## config.mk

```make
export PLATFORM = sky130hd
export DESIGN_NAME = cp0_except_flat
export DESIGN_NICKNAME = d
export VERILOG_FILES = /design/src/rtl/cp0_pkg.sv /design/src/rtl/cp0_except_if.sv /design/src/rtl/cp0_timer.sv /design/src/rtl/cp0_except.sv /design/src/flat_wrapper.sv
export SDC_FILE = /design/constraint.sdc
export NUM_CORES = 1
export LEC_CHECK = 0
export BUFFER_PORTS_ARGS = -buffer_cell sky130_fd_sc_hd__buf_2
export CAP_MARGIN = 0
export CORE_ASPECT_RATIO = 0.5
export CORE_MARGIN = 5
export CORE_UTILIZATION = 50
export DETAILED_ROUTE_END_ITERATION = 7
export GPL_TIMING_DRIVEN = 0
export PLACE_DENSITY_LB_ADDON = 0.25
export SKIP_CTS_REPAIR_TIMING = 1
export SLEW_MARGIN = 20
export SYNTH_ARGS = -nofsm -noshare
export SYNTH_HDL_FRONTEND = slang
export SYNTH_SLANG_ARGS = --single-unit
```

## constraint.sdc

```tcl
create_clock -name clk -period 3.5 [get_ports clk]
set_input_delay 1.05 -clock clk [delete_from_list [all_inputs] [get_ports clk]]
set_output_delay 1.05 -clock clk [all_outputs]
set_load 0.005 [all_outputs]
```

## src/rtl/cp0_pkg.sv

```systemverilog
// Shared CP0 definitions: register numbers, excepttype codes, ExcCode values and
// Status/Cause field positions used by the CP0 block and the pipeline control unit.
package cp0_pkg;

    localparam logic [4:0] CP0_REG_COUNT   = 5'd9;
    localparam logic [4:0] CP0_REG_COMPARE = 5'd11;
    localparam logic [4:0] CP0_REG_STATUS  = 5'd12;
    localparam logic [4:0] CP0_REG_CAUSE   = 5'd13;
    localparam logic [4:0] CP0_REG_EPC     = 5'd14;

    // Codes 0x1..0x8 are interrupts (highest pending IP bit + 1)
    localparam logic [31:0] EXC_NONE    = 32'h0;
    localparam logic [31:0] EXC_SYSCALL = 32'h9;
    localparam logic [31:0] EXC_RI      = 32'ha;
    localparam logic [31:0] EXC_OV      = 32'hb;
    localparam logic [31:0] EXC_TRAP    = 32'hc;
    localparam logic [31:0] EXC_ERET    = 32'hd;

    typedef enum logic [4:0] {
        EXCCODE_INT = 5'd0,
        EXCCODE_SYS = 5'd8,
        EXCCODE_RI  = 5'd10,
        EXCCODE_OV  = 5'd12,
        EXCCODE_TR  = 5'd13
    } exccode_t;

    localparam int STATUS_IE_BIT  = 0;
    localparam int STATUS_EXL_BIT = 1;
    localparam int STATUS_IM_LO   = 8;
    localparam int CAUSE_BD_BIT   = 31;
    localparam int CAUSE_IP_LO    = 8;
    localparam int CAUSE_EXC_LO   = 2;

    function automatic logic [31:0] int_excepttype(input logic [7:0] pending);
        logic [31:0] code;
        code = EXC_NONE;
        for (int i = 0; i < 8; i++) begin
            if (pending[i]) code = 32'(i + 1);
        end
        return code;
    endfunction

    function automatic exccode_t exccode_of(input logic [31:0] code);
        exccode_t ec;
        case (code)
            EXC_SYSCALL: ec = EXCCODE_SYS;
            EXC_RI:      ec = EXCCODE_RI;
            EXC_OV:      ec = EXCCODE_OV;
            EXC_TRAP:    ec = EXCCODE_TR;
            default:     ec = EXCCODE_INT;
        endcase
        return ec;
    endfunction

endpackage

```

## src/rtl/cp0_except_if.sv

```systemverilog
// Pipeline-side connection to CP0: MEM-stage flags, WB mtc0 port, mfc0 read port
// and the exception/EPC/timer results.
interface cp0_except_if;
    import cp0_pkg::*;

    logic [5:0]  hw_int;
    logic        mem_valid;
    logic [31:0] mem_pc;
    logic        mem_in_delay_slot;
    logic        mem_syscall;
    logic        mem_ri;
    logic        mem_ov;
    logic        mem_trap;
    logic        mem_eret;
    logic        mem_stall;
    logic        wb_cp0_we;
    logic [4:0]  wb_cp0_waddr;
    logic [31:0] wb_cp0_wdata;
    logic [4:0]  rd_addr;
    logic [31:0] rd_data;
    logic [31:0] mem_excepttype;
    logic [31:0] cp0_epc;
    logic        timer_irq;

    modport master (
        output hw_int, mem_valid, mem_pc, mem_in_delay_slot,
               mem_syscall, mem_ri, mem_ov, mem_trap, mem_eret, mem_stall,
               wb_cp0_we, wb_cp0_waddr, wb_cp0_wdata, rd_addr,
        input  rd_data, mem_excepttype, cp0_epc, timer_irq
    );

    modport slave (
        input  hw_int, mem_valid, mem_pc, mem_in_delay_slot,
               mem_syscall, mem_ri, mem_ov, mem_trap, mem_eret, mem_stall,
               wb_cp0_we, wb_cp0_waddr, wb_cp0_wdata, rd_addr,
        output rd_data, mem_excepttype, cp0_epc, timer_irq
    );

endinterface

```

## src/rtl/cp0_timer.sv

```systemverilog
// Count/Compare timer: free-running Count, Compare match arms a sticky interrupt
// that is only cleared by rewriting Compare.
module cp0_timer
    import cp0_pkg::*;
#(
    parameter int COUNT_W = 32
) (
    input  logic               clk,
    input  logic               reset_n,
    input  logic               we,
    input  logic [4:0]         waddr,
    input  logic [31:0]        wdata,
    output logic [COUNT_W-1:0] count,
    output logic [COUNT_W-1:0] compare,
    output logic               timer_irq
);

    localparam logic [COUNT_W-1:0] COUNT_ONE = COUNT_W'(1);

    logic [COUNT_W-1:0] count_reg;
    logic [COUNT_W-1:0] count_next;
    logic [COUNT_W-1:0] compare_reg;
    logic               armed_reg;
    logic               irq_reg;
    logic               count_we;
    logic               compare_we;

    assign count_we   = we && (waddr == CP0_REG_COUNT);
    assign compare_we = we && (waddr == CP0_REG_COMPARE);

    always_comb begin
        count_next = count_reg + COUNT_ONE;
        if (count_we) count_next = wdata[COUNT_W-1:0];
    end

    always_ff @(posedge clk) begin
        if (!reset_n) begin
            count_reg   <= '0;
            compare_reg <= '0;
            armed_reg   <= 1'b0;
            irq_reg     <= 1'b0;
        end else begin
            count_reg <= count_next;
            // Compare write wins over a same-cycle match so software can always clear
            if (compare_we) begin
                compare_reg <= wdata[COUNT_W-1:0];
                armed_reg   <= 1'b1;
                irq_reg     <= 1'b0;
            end else if (armed_reg && (count_next == compare_reg)) begin
                irq_reg <= 1'b1;
            end
        end
    end

    assign count     = count_reg;
    assign compare   = compare_reg;
    assign timer_irq = irq_reg;

endmodule

```

## src/rtl/cp0_except.sv

```systemverilog
// CP0 Status/Cause/EPC state with MEM-stage exception arbitration, eret EPC
// forwarding and mfc0/mtc0 access; Count/Compare live in cp0_timer.
module cp0_except
    import cp0_pkg::*;
#(
    parameter int COUNT_W = 32
) (
    input  logic         clk,
    input  logic         reset_n,
    cp0_except_if.slave  bus
);

    logic               ie_reg;
    logic               exl_reg;
    logic [7:0]         im_reg;
    logic               bd_reg;
    logic [1:0]         ip_sw_reg;
    logic [5:0]         hw_sample_reg;
    exccode_t           exccode_reg;
    logic [31:0]        epc_reg;

    logic [COUNT_W-1:0] timer_count;
    logic [COUNT_W-1:0] timer_compare;
    logic               timer_irq;
    logic [7:0]         ip;
    logic [7:0]         pending;
    logic               int_eligible;
    logic [31:0]        excepttype;
    logic               commit;
    logic [31:0]        status_word;
    logic [31:0]        cause_word;
    logic [31:0]        rd_data;

    cp0_timer #(.COUNT_W(COUNT_W)) u_timer (
        .clk       (clk),
        .reset_n   (reset_n),
        .we        (bus.wb_cp0_we),
        .waddr     (bus.wb_cp0_waddr),
        .wdata     (bus.wb_cp0_wdata),
        .count     (timer_count),
        .compare   (timer_compare),
        .timer_irq (timer_irq)
    );

    // IP[6:2] mirror the registered hw_int[4:0] sample; IP[7] merges hw_int[5] and the timer
    assign ip[1:0] = ip_sw_reg;
    for (genvar gi = 0; gi < 5; gi++) begin : g_ip_hw
        assign ip[gi+2] = hw_sample_reg[gi];
    end
    assign ip[7] = hw_sample_reg[5] | timer_irq;

    assign pending      = ip & im_reg;
    assign int_eligible = ie_reg && !exl_reg && bus.mem_valid && (pending != 8'h0);

    always_comb begin
        excepttype = EXC_NONE;
        if (int_eligible) begin
            excepttype = int_excepttype(pending);
        end else if (bus.mem_valid) begin
            if (bus.mem_ri)           excepttype = EXC_RI;
            else if (bus.mem_syscall) excepttype = EXC_SYSCALL;
            else if (bus.mem_ov)      excepttype = EXC_OV;
            else if (bus.mem_trap)    excepttype = EXC_TRAP;
            else if (bus.mem_eret)    excepttype = EXC_ERET;
        end
    end

    assign commit = !bus.mem_stall && (excepttype != EXC_NONE);

    always_ff @(posedge clk) begin
        if (!reset_n) begin
            ie_reg        <= 1'b0;
            exl_reg       <= 1'b0;
            im_reg        <= 8'h0;
            bd_reg        <= 1'b0;
            ip_sw_reg     <= 2'b0;
            hw_sample_reg <= 6'h0;
            exccode_reg   <= EXCCODE_INT;
            epc_reg       <= 32'h0;
        end else begin
            hw_sample_reg <= bus.hw_int;
            if (bus.wb_cp0_we) begin
                case (bus.wb_cp0_waddr)
                    CP0_REG_STATUS: begin
                        ie_reg  <= bus.wb_cp0_wdata[STATUS_IE_BIT];
                        exl_reg <= bus.wb_cp0_wdata[STATUS_EXL_BIT];
                        im_reg  <= bus.wb_cp0_wdata[STATUS_IM_LO +: 8];
                    end
                    CP0_REG_CAUSE: ip_sw_reg <= bus.wb_cp0_wdata[CAUSE_IP_LO +: 2];
                    CP0_REG_EPC:   epc_reg   <= bus.wb_cp0_wdata;
                    default: ;
                endcase
            end
            // Later assignments win, so commit overrides only the fields it owns
            if (commit) begin
                if (excepttype == EXC_ERET) begin
                    exl_reg <= 1'b0;
                end else begin
                    if (!exl_reg) begin
                        epc_reg <= bus.mem_in_delay_slot ? (bus.mem_pc - 32'd4) : bus.mem_pc;
                        bd_reg  <= bus.mem_in_delay_slot;
                    end
                    exl_reg     <= 1'b1;
                    exccode_reg <= exccode_of(excepttype);
                end
            end
        end
    end

    always_comb begin
        status_word = 32'h0;
        status_word[STATUS_IE_BIT]     = ie_reg;
        status_word[STATUS_EXL_BIT]    = exl_reg;
        status_word[STATUS_IM_LO +: 8] = im_reg;
        cause_word = 32'h0;
        cause_word[CAUSE_BD_BIT]       = bd_reg;
        cause_word[CAUSE_IP_LO +: 8]   = ip;
        cause_word[CAUSE_EXC_LO +: 5]  = exccode_reg;
    end

    always_comb begin
        rd_data = 32'h0;
        case (bus.rd_addr)
            CP0_REG_COUNT:   rd_data = 32'(timer_count);
            CP0_REG_COMPARE: rd_data = 32'(timer_compare);
            CP0_REG_STATUS:  rd_data = status_word;
            CP0_REG_CAUSE:   rd_data = cause_word;
            CP0_REG_EPC:     rd_data = epc_reg;
            default:         rd_data = 32'h0;
        endcase
    end

    assign bus.rd_data        = rd_data;
    assign bus.mem_excepttype = excepttype;
    assign bus.cp0_epc        = (bus.wb_cp0_we && (bus.wb_cp0_waddr == CP0_REG_EPC))
                                ? bus.wb_cp0_wdata : epc_reg;
    assign bus.timer_irq      = timer_irq;

endmodule

```

## src/flat_wrapper.sv

```systemverilog
// flat-port wrapper written by rule: the top's interface ports become plain ports
module cp0_except_flat import cp0_pkg::*;
#(
    parameter int COUNT_W = 32
)
  (clk, reset_n, bus_hw_int, bus_mem_valid, bus_mem_pc, bus_mem_in_delay_slot, bus_mem_syscall, bus_mem_ri, bus_mem_ov, bus_mem_trap, bus_mem_eret, bus_mem_stall, bus_wb_cp0_we, bus_wb_cp0_waddr, bus_wb_cp0_wdata, bus_rd_addr, bus_rd_data, bus_mem_excepttype, bus_cp0_epc, bus_timer_irq);
  cp0_except_if bus_i ();
  input  logic clk;
  input  logic reset_n;
  input wire logic [$bits(bus_i.hw_int)-1:0] bus_hw_int;
  input wire logic [$bits(bus_i.mem_valid)-1:0] bus_mem_valid;
  input wire logic [$bits(bus_i.mem_pc)-1:0] bus_mem_pc;
  input wire logic [$bits(bus_i.mem_in_delay_slot)-1:0] bus_mem_in_delay_slot;
  input wire logic [$bits(bus_i.mem_syscall)-1:0] bus_mem_syscall;
  input wire logic [$bits(bus_i.mem_ri)-1:0] bus_mem_ri;
  input wire logic [$bits(bus_i.mem_ov)-1:0] bus_mem_ov;
  input wire logic [$bits(bus_i.mem_trap)-1:0] bus_mem_trap;
  input wire logic [$bits(bus_i.mem_eret)-1:0] bus_mem_eret;
  input wire logic [$bits(bus_i.mem_stall)-1:0] bus_mem_stall;
  input wire logic [$bits(bus_i.wb_cp0_we)-1:0] bus_wb_cp0_we;
  input wire logic [$bits(bus_i.wb_cp0_waddr)-1:0] bus_wb_cp0_waddr;
  input wire logic [$bits(bus_i.wb_cp0_wdata)-1:0] bus_wb_cp0_wdata;
  input wire logic [$bits(bus_i.rd_addr)-1:0] bus_rd_addr;
  output wire logic [$bits(bus_i.rd_data)-1:0] bus_rd_data;
  output wire logic [$bits(bus_i.mem_excepttype)-1:0] bus_mem_excepttype;
  output wire logic [$bits(bus_i.cp0_epc)-1:0] bus_cp0_epc;
  output wire logic [$bits(bus_i.timer_irq)-1:0] bus_timer_irq;
  assign bus_i.hw_int = bus_hw_int;
  assign bus_i.mem_valid = bus_mem_valid;
  assign bus_i.mem_pc = bus_mem_pc;
  assign bus_i.mem_in_delay_slot = bus_mem_in_delay_slot;
  assign bus_i.mem_syscall = bus_mem_syscall;
  assign bus_i.mem_ri = bus_mem_ri;
  assign bus_i.mem_ov = bus_mem_ov;
  assign bus_i.mem_trap = bus_mem_trap;
  assign bus_i.mem_eret = bus_mem_eret;
  assign bus_i.mem_stall = bus_mem_stall;
  assign bus_i.wb_cp0_we = bus_wb_cp0_we;
  assign bus_i.wb_cp0_waddr = bus_wb_cp0_waddr;
  assign bus_i.wb_cp0_wdata = bus_wb_cp0_wdata;
  assign bus_i.rd_addr = bus_rd_addr;
  assign bus_rd_data = bus_i.rd_data;
  assign bus_mem_excepttype = bus_i.mem_excepttype;
  assign bus_cp0_epc = bus_i.cp0_epc;
  assign bus_timer_irq = bus_i.timer_irq;
  cp0_except #(.COUNT_W(COUNT_W)) u_core (.clk(clk), .reset_n(reset_n), .bus(bus_i));
endmodule
```

==> impl_metrics.json, run 1 <==
{
  "outcome": "finished, violations left",
  "violations": "setup timing",
  "clk_latency_ps": 440,
  "grt_pass1_vias": 8785,
  "ys_types": 74,
  "drt-met1-wl_mm": 15.2,
  "maxSlewViolCount": 0,
  "gp_congestion": 1.01,
  "layout-drive-gt1-share_pct": 26.5,
  "wl_per_cell_um": 23.8,
  "clock_sinks": 121,
  "drv_cap": 0,
  "core-area_sq_um": 16300,
  "peakVddDrop_v": 0.000356,
  "p_per_area_nw_per_um2": 365,
  "antenna_cells": 0,
  "max_clock_freq_mhz": 275,
  "final_util_pct": 65.7,
  "cts_buffers": 17,
  "fp.dieH_um": 101,
  "cts_buffer_depth": 2,
  "first_pass_iters": 5,
  "io_buffers": 157,
  "antenna_found_initial": 0,
  "cp_max_fo": 10,
  "post-route-period-util_pct": 104,
  "synth_edf_count": 0,
  "highest_layer": "met4",
  "grt_pass1_wl_mm": 51.7,
  "yosysTopAreaCell": "dfxtp_1",
  "grt_max_degree": 17,
  "relSlewSlack_pct": 31.2,
  "ios": 188,
  "ys_ff_latch": 121,
  "worstSetupStartpointType": "input pin",
  "finalSetupTns_ps": -2610,
  "yosys_most_used_dff": "dfxtp_1",
  "avgViaCountPerCell": 6.24,
  "avgSynthCellArea_sq_um": 7.73,
  "pre_cts_ws_ps": -925,
  "routed-via-count": 9591,
  "fin_crit_ps": 3630,
  "drc": 0,
  "grt_setup_unrepaired": "yes",
  "drt_iter0_drc": 1131,
  "ys_seq_area_share_pct": 29.2,
  "worst_pin_slew_ps": 1020,
  "leakagePower_nw": 4.24,
  "syn_inst": 1073,
  "wl_met2_mm": 15.2,
  "final_nets": 1389,
  "yosysWarningCount": 0,
  "cts_tree": "built",
  "start_util_pct": 50.9,
  "clk_pin_slew_worst_paths_ps": 60,
  "worst_hold_path_type": "flop to flop",
  "syn2layout_area_growth_pct": 29.2,
  "dp_hpwl_mm": 27.6,
  "fin_worst_skew_ps": 13.2,
  "synth.top_cells.by_area": "dfxtp_1 29%, nand2_1 6.7%, mux2_2 5.8%",
  "total_power_mw": 3.91,
  "rows": 33,
  "synth_area_sq_um": 8290,
  "crit_required_ps": 2450,
  "finalSetupViolations": 34,
  "dr_wl_met3_mm": 5.13,
  "grt_usage_pct": 35.4,
  "drtAntennaViolNets": 0,
  "cp_data_arrival_time_ps": 2580,
  "grt_remaining_overflow": 0,
  "cts-root-buf": "clkbuf_16",
  "fp.dieW_um": 192,
  "htreeDepth": 4,
  "setup_ws_ps": -132,
  "synth_top_area_share_pct": 29.2,
  "finalHoldViolations": 0,
  "crit_type": "input pin to primary output",
  "synthArstFlopShare_pct": 0,
  "end_kind": "primary output",
  "dieArea_sq_um": 19400,
  "wirelength_mm": 36.6
}
kinds of logic (layout without fill, tap and decap cells):
group	Yosys count	in the layout	share of synthesized area, %
xor gates and xnor gates	75	75	8.95
DFF	121	121	29.2
muxes	68	68	8.85
adders and majority gates	2	2	0.302
buffers and inverters	120	329	6.76
AOI/OAI and AO/OA	264	264	21.5
and+or+nand+nor	422	422	24.3
other	1	28	0.0452
layout by cell type, fill, tap and decap left out, drive strengths merged, types with 15 or more instances in the layout:
cell type	instances
buf	223
mux2	43
inv	20
dfxtp	121
nor2	117
clkbuf	77
nor3	23
mux2i	25
nand2	148
or3	18
xnor2	41
a22o	15
conb	28
nand4	16
a21oi	62
xor2	28
a211oi	46
o21ai	49
report_power, final:
group,internal [mW],switching [mW],leakage (nW)
Clock,1.11,0.739,0.290
Sequential,1.42,0.0436,0.984
Combinational,0.254,0.337,2.96
critical path, cell delays in order:
cell	delay, ps
buf_8	100
nand4b_1	280
nor3b_4	290
buf_6	200
buf_12	150
mux2_2	360
buf_2	130
cell type report:
| cell class | instances | area, sq um |
|---|---|---|
| clock inverter | 12 | 140 |
| multi-input combinational | 859 | 5630 |
| sequential | 121 | 2420 |
| clock buffer | 20 | 467 |
| timing repair buffer | 177 | 1090 |
| buffer | 103 | 619 |
| inverter | 17 | 63.8 |
| fill | 1482 | 5590 |
| tap | 227 | 284 |
layer usage:
layer  global-route usage, %  vias to the layer above
met4                    11.3                        0
met1                    49.2                     4555
met2                    52.8                      687
li1                        -                     4259
met3                    10.4                       90
met5                       0                        -
final timing paths:
| check | startpoint | to | slack, ps | cells after the start |
|---|---|---|---|---|
| setup reg to reg | u_core.u_timer.count[3] | u_core.u_timer.timer_irq | 60 | 10 |
| setup / recovery | bus_wb_cp0_waddr[4] | bus_cp0_epc[30] | -130 | 7 |
| hold / removal | u_core.u_timer.compare[29] | u_core.u_timer.compare[29] | 460 | 2 |
| hold reg to reg | u_core.u_timer.compare[29] | u_core.u_timer.compare[29] | 460 | 2 |
synthesized netlist by cell type, drive strengths merged (4+ instances only):
cell,count
o21ai,49
a311oi,7
nand2b,10
nor2b,10
dfxtp,121
nor4,11
xnor3,4
nor2,117
and3,4
o211ai,5
mux2i,25
nor3b,4
and2,14
and4,4
or4,10
a211oi,46
o31ai,6
nand2,148
a21oi,62
a31oi,11
inv,17
clkbuf,66
nand4,16
a21o,6
xnor2,41
a22oi,11
or3,18
mux2,43
or2,5
a221o,7
a221oi,7
a22o,15
xor2,28
buf,37
nand4b,4
nand3,14
nor3,23
per-stage QoR:
step	cells	hold slack, ps	area (sq um)
6_report	1536	458	10700
5_1_grt	1536	475	10700
4_1_cts	1516	459	10100
3_5_place_dp	1484	450	9470
3_3_place_gp	1484	442	9470
2_1_floorplan	1100	432	8400
Note: power is estimated with default switching activity, not from simulation.
==> inputs of run 2 (changes only) <==
Settings changed: CTS_BUF_LIST set to sky130_fd_sc_hd__clkbuf_4, RECOVER_POWER set to 25.
==> run 2 against run 1 <==
Effect of this change: the run still ends with setup timing left; total power shrank 20%; highest routed layer unchanged; critical path depth is the same; setup slack better by 58 ps; combinational power up 3%; clock-buffer cell count is 3 lower; worst hold slack better by 9.0 ps; register-to-register slack lost 20 ps; largest cell class unchanged; critical path type unchanged; first-iteration DRC count rose by 4.2%; final area shrank 2.1%; die area is the same.
==> impl_metrics.json, run 2 (synthesized netlist as in run 1, its figures left out) <==
{
  "outcome": "finished, violations left",
  "violations": "setup timing",
  "cp_top_family": "buffers and inverters",
  "cts_tree": "built",
  "crit_cells": 7,
  "fp.dieH_um": 101,
  "dp_hpwl_mm": 27.6,
  "peakVddDrop_v": 0.000215,
  "clock_sinks": 121,
  "r2r_cells": 10,
  "final-seq-area_sq_um": 2420,
  "io_buffers": 157,
  "wirelength_mm": 36.2,
  "end_kind": "primary output",
  "cp_common_cell": "buf_6",
  "post-route-period-util_pct": 102,
  "layout_commonest_cell": "nand2_1",
  "worst_pin_slew_ps": 1050,
  "routed-via-count": 9513,
  "finalSetupViolations": 28,
  "worst-path-buf-inv": 4,
  "leakagePower_nw": 4.10,
  "worst_hold_path_type": "flop to flop",
  "p_clk_share_pct": 33.7,
  "grt_max_degree": 17,
  "worstSetupStartpointType": "input pin",
  "finalSetupTns_ps": -1460,
  "final_nets": 1388,
  "total_power_mw": 3.13,
  "final_cell_mix": "146 x nand2_1, 138 x buf_2, 119 x dfxtp_1",
  "maxSlewViolCount": 0,
  "drc": 0,
  "max_clock_freq_mhz": 280,
  "switchingPower_mw": 1.01,
  "fp.dieW_um": 192,
  "fin_worst_skew_ps": 29.7,
  "finalHoldViolations": 0,
  "start_util_pct": 50.9,
  "antenna_found_initial": 1,
  "cts_buffers": 17,
  "drt_iter0_drc": 1178,
  "clk_latency_ps": 580,
  "swShare_pct": 32.4,
  "clk_pin_slew_worst_paths_ps": 110,
  "wl_per_cell_um": 23.6,
  "gp_congestion": 1.01,
  "cp_data_arrival_time_ps": 2520,
  "core-area_sq_um": 16300,
  "seqPwrFrac_pct": 46.9,
  "syn2layout_area_growth_pct": 26.4,
  "p_int_mw": 2.11,
  "setup_ws_ps": -74.4,
  "critPathMaxStageDelay_ps": 320,
  "grt_usage_pct": 35.1,
  "crit_type": "input pin to primary output",
  "comb_power_share_pct": 19.4,
  "hold_depth": 2,
  "multi_input_area_sq_um": 5670,
  "grt_setup_unrepaired": "yes",
  "p_per_area_nw_per_um2": 298,
  "grt_pass1_wl_mm": 51.3,
  "rows": 33,
  "cts-root-buf": "clkbuf_4",
  "cp_slowest_cell": "mux2_4",
  "final_util_pct": 64.3,
  "drv_cap": 0,
  "grt_remaining_overflow": 0,
  "path_cells": "buf_8, nand4b_1, nor3b_4, buf_6, clkbuf_16, mux2_4, buf_6",
  "layout-drive-gt1-share_pct": 26.2,
  "ios": 188,
  "first_pass_iters": 5,
  "drtAntennaViolNets": 0,
  "cp_max_fo": 7,
  "relSlewSlack_pct": 29.3,
  "fin_crit_ps": 3570,
  "avgViaCountPerCell": 6.19,
  "dieArea_sq_um": 19400,
  "crit_required_ps": 2450,
  "fillers": 1497,
  "cts_buffer_depth": 2,
  "grt_pass1_vias": 8729,
  "htreeDepth": 4
}
==> run 2: changes by cell type in the layout (fill, tap and decap cells not counted), moves of 9 or more <==
cell	change
buf_2	-9
mux2_4	+9
clkbuf_4	+18
clkbuf_16	-17
mux2_2	-9
buf_6	+12
==> run 2: layout make-up <==
| type | count | share of cell area, % |
|---|---|---|
| multi-input combinational | 859 | 54.0 |
| sequential | 121 | 23.1 |
| timing repair buffer | 176 | 11.0 |
| buffer | 103 | 5.80 |
| tap | 227 | 2.71 |
| clock inverter | 15 | 1.44 |
| clock buffer | 17 | 1.22 |
| inverter | 17 | 0.609 |
| antenna | 1 | 0.0239 |
==> run 2: metrics by stage <==
stage | std cells | hold slack, ps | setup slack (ps) | cell area (sq um)
final | 1536 | 467 | -74.4 | 10500
after global routing | 1536 | 484 | -113 | 10500
after CTS | 1516 | 468 | -709 | 9750
after detailed placement | 1484 | 450 | -925 | 9470
after floorplan | 1100 | 432 | -22.6 | 8400
after global placement | 1484 | 442 | -844 | 9470
==> run 2: power by group through the flow <==
stage | clock network, mW | logic, mW | registers [mW]
2_1_floorplan | 0 | 0.287 | 1.47
3_5_place_dp | 0 | 0.513 | 1.49
3_3_place_gp | 0 | 0.506 | 1.49
5_1_grt | 1.11 | 0.643 | 1.47
4_1_cts | 1.05 | 0.515 | 1.46
6_report | 1.05 | 0.608 | 1.47
==> run 2: path summary, 6_finish.rpt <==
check	from	endpoint	slack, ps
setup / recovery	bus_wb_cp0_waddr[4]	bus_cp0_epc[19]	-70
hold / removal	u_core.u_timer.compare[29]	u_core.u_timer.compare[29]	470
setup reg to reg	u_core.u_timer.count[3]	u_core.u_timer.timer_irq	40
hold reg to reg	u_core.u_timer.compare[29]	u_core.u_timer.compare[29]	470
==> run 2: worst reg2reg max path: stages, from the launching register on <==
cell and delay [ps]:
dfxtp_1 320, clkbuf_1 290, nand4_1 420, nor3_2 390, clkbuf_1 450, a31o_2 230, o21ai_0 160, nor4b_1 600
and4b_1 320, o2111ai_1 130, nand2_1 100
==> run 2: metal layers <==
metal	wire length [um]	track usage (%)	up-vias	part of all wire, %
met1	15200	49.3	4484	42
met4	1160	12.3	0	3.2
li1	-	-	4255	-
met2	14900	52.0	681	41
met5	0	0	-	0
met3	5050	9.69	93	14
==> inputs of run 3 (changes only) <==
Settings changed: SYNTH_HIERARCHICAL set to 1.
==> run 3 against run 2 <==
Effect of this change: the flow still finishes with violations (setup timing); sequential power about the same; core utilization shrank 1.6 points; synthesized area decreased by 0.92%; clock-buffer cell count did not move; largest cell class unchanged.
==> impl_metrics.json, run 3 <==
{
  "r2r_cells": 8,
  "grt_pass1_wl_mm": 47.4,
  "clk_latency_ps": 560,
  "synth_edf_count": 0,
  "highest_layer": "met4",
  "yosys_most_used_dff": "dfxtp_1",
  "final_util_pct": 62.7,
  "crit_required_ps": 2450,
  "io_buffers": 158,
  "crit_type": "input pin to primary output",
  "htreeDepth": 4,
  "dr_wl_met3_mm": 4.70,
  "p_per_area_nw_per_um2": 313,
  "max_clock_freq_mhz": 282,
  "final_nets": 1340,
  "path_cells": "buf_6, nand4b_1, nor3b_4, buf_6, buf_6, mux2_2, buf_2",
  "antenna_found_initial": 1,
  "hold_depth": 2,
  "cts-root-buf": "clkbuf_4",
  "synthTopCellsByCount": "152 x nand2_1, 121 x dfxtp_1, 83 x nor2_1, 50 x clkbuf_1, 45 x xnor2_1",
  "synthArstFlopShare_pct": 0,
  "ys_seq_area_share_pct": 29.5,
  "grt_setup_unrepaired": "yes",
  "critPathMaxStageDelay_ps": 380,
  "fp.dieH_um": 101,
  "multi_input_area_sq_um": 5600,
  "cts_tree": "built",
  "rr_endpoint": "u_core/u_timer/timer_irq",
  "worst_pin_slew_ps": 819,
  "first_pass_iters": 6,
  "fin_worst_skew_ps": 21.6,
  "grt_pass1_vias": 7969,
  "grt_usage_pct": 32.5,
  "grt_max_degree": 17,
  "clk_pin_slew_worst_paths_ps": 130,
  "drt-met1-wl_mm": 14.2,
  "yosysTopAreaCell": "dfxtp_1",
  "finalSetupViolations": 7,
  "ys_ff_latch": 121,
  "fp.dieW_um": 191,
  "worstHoldEndpoint": "u_core/exccode_reg[3]",
  "cts_buffer_depth": 2,
  "maxSlewViolCount": 0,
  "avgViaCountPerCell": 6.13,
  "dp_hpwl_mm": 25.9,
  "end_kind": "primary output",
  "placed_area_sq_um": 9390,
  "relSlewSlack_pct": 44.7,
  "worstReg2RegStart": "u_core/u_timer/count[2]",
  "peakVddDrop_v": 0.000188,
  "synth.most_common_cell": "nand2_1",
  "syn_inst": 1030,
  "worstHoldStart": "u_core/exccode_reg[3]",
  "place_inst": 1442,
  "cp_data_arrival_time_ps": 2500,
  "synth_top_area_share_pct": 29.5,
  "cp_top_family": "buffers and inverters",
  "clock_sinks": 121,
  "synth.top_cells.by_area": "dfxtp_1 29%, nand2_1 6.9%, xnor2_1 4.8%",
  "drt_iter0_drc": 1286,
  "worstSetupStartpointType": "input pin",
  "finalSetupTns_ps": -251,
  "instances_no_fill": 1488,
  "drtAntennaViolNets": 0,
  "cp_common_cell": "buf_6",
  "avgSynthCellArea_sq_um": 7.98,
  "wl_met2_mm": 13.8,
  "leakagePower_nw": 4.35,
  "finalHoldViolations": 0,
  "syn2layout_area_growth_pct": 24.1,
  "post-route-period-util_pct": 101,
  "start_util_pct": 50.5,
  "routed-via-count": 9118,
  "final_cell_mix": "152 x buf_2, 152 x nand2_1, 121 x dfxtp_1",
  "synth_area_sq_um": 8220,
  "drv_cap": 0,
  "gp_congestion": 1.02,
  "final_area_sq_um": 10200,
  "core-area_sq_um": 16300,
  "worst-path-buf-inv": 4,
  "worst_hold_path_type": "flop to flop",
  "drc": 0,
  "yosysWarningCount": 6,
  "dieArea_sq_um": 19300,
  "wirelength_mm": 33.3,
  "ff2ff_setup_slack_ps": 50,
  "fillers": 1496,
  "fin_crit_ps": 3550,
  "cp_max_fo": 8,
  "final-seq-area_sq_um": 2420,
  "wl_per_cell_um": 22.4,
  "cts_buffers": 17,
  "layout-drive-gt1-share_pct": 25.2,
  "violations": "setup timing",
  "setup_ws_ps": -52.1,
  "ios": 188,
  "outcome": "finished, violations left",
  "rows": 33,
  "grt_remaining_overflow": 0,
  "ys_types": 77,
  "cp_slowest_cell": "mux2_2"
}
[run 3: layout make-up]
type                            instances  area share, %
Antenna cell                            1         0.0245
Buffer                                 90           5.14
Clock buffer                           17           1.25
Clock inverter                         15           1.87
Inverter                               20          0.736
Multi-Input combinational cell        826           54.9
Sequential cell                       121           23.8
Tap cell                              227           2.79
Timing Repair Buffer                  171           9.50
[run 3: cells by family after synthesis]
family	Yosys count	synth area share, %
AO/OA/AOI/OAI	238	21.3
flip-flops	121	29.5
AND/OR/NAND/NOR	401	24.0
XOR/XNOR	89	9.65
multiplexers	68	8.77
adder cells (fa/ha/maj)	2	0.304
buffers and inverters	110	6.47
other	1	0.0456
[run 3: worst max-delay path by stage]
stage | cells after the start | end | start
after CTS | 6 | bus_cp0_epc[0] | bus_wb_cp0_waddr[4]
after floorplan | 4 | bus_cp0_epc[10] | bus_wb_cp0_waddr[4]
final | 7 | bus_cp0_epc[0] | bus_wb_cp0_waddr[4]
after global routing | 7 | bus_cp0_epc[0] | bus_wb_cp0_waddr[4]
after global placement | 6 | bus_cp0_epc[0] | bus_wb_cp0_waddr[4]
after detailed placement | 6 | bus_cp0_epc[0] | bus_wb_cp0_waddr[4]
[run 3: power breakdown]
part           switching, mW  total [mW]  internal (mW)
clock                  0.646        1.16          0.511
sequential            0.0500        1.47           1.42
combinational          0.318       0.562          0.244
total                   1.01        3.19           2.18
[run 3: worst min-delay path: cells and delay by family (launching register included)]
family                 cells  cell delay [ps]
buffers and inverters      1               50
AOI/OAI and AO/OA          1               60
DFF                        1              330
[run 3: per-stage QoR]
stage	hold WS, ps	power [mW]	worst slack (ps)
global route	517	3.30	-84.6
floorplan	441	1.76	14.8
CTS	481	3.12	-682
finish	484	3.19	-52.1
detailed placement	460	2.00	-676
global placement	458	1.99	-649
[run 3: per-layer routing]
metal	track usage, %	vias up
li1	-	4097
met1	46.8	4281
met2	47.1	677
met3	10.8	63
met4	7.67	0
met5	0	-
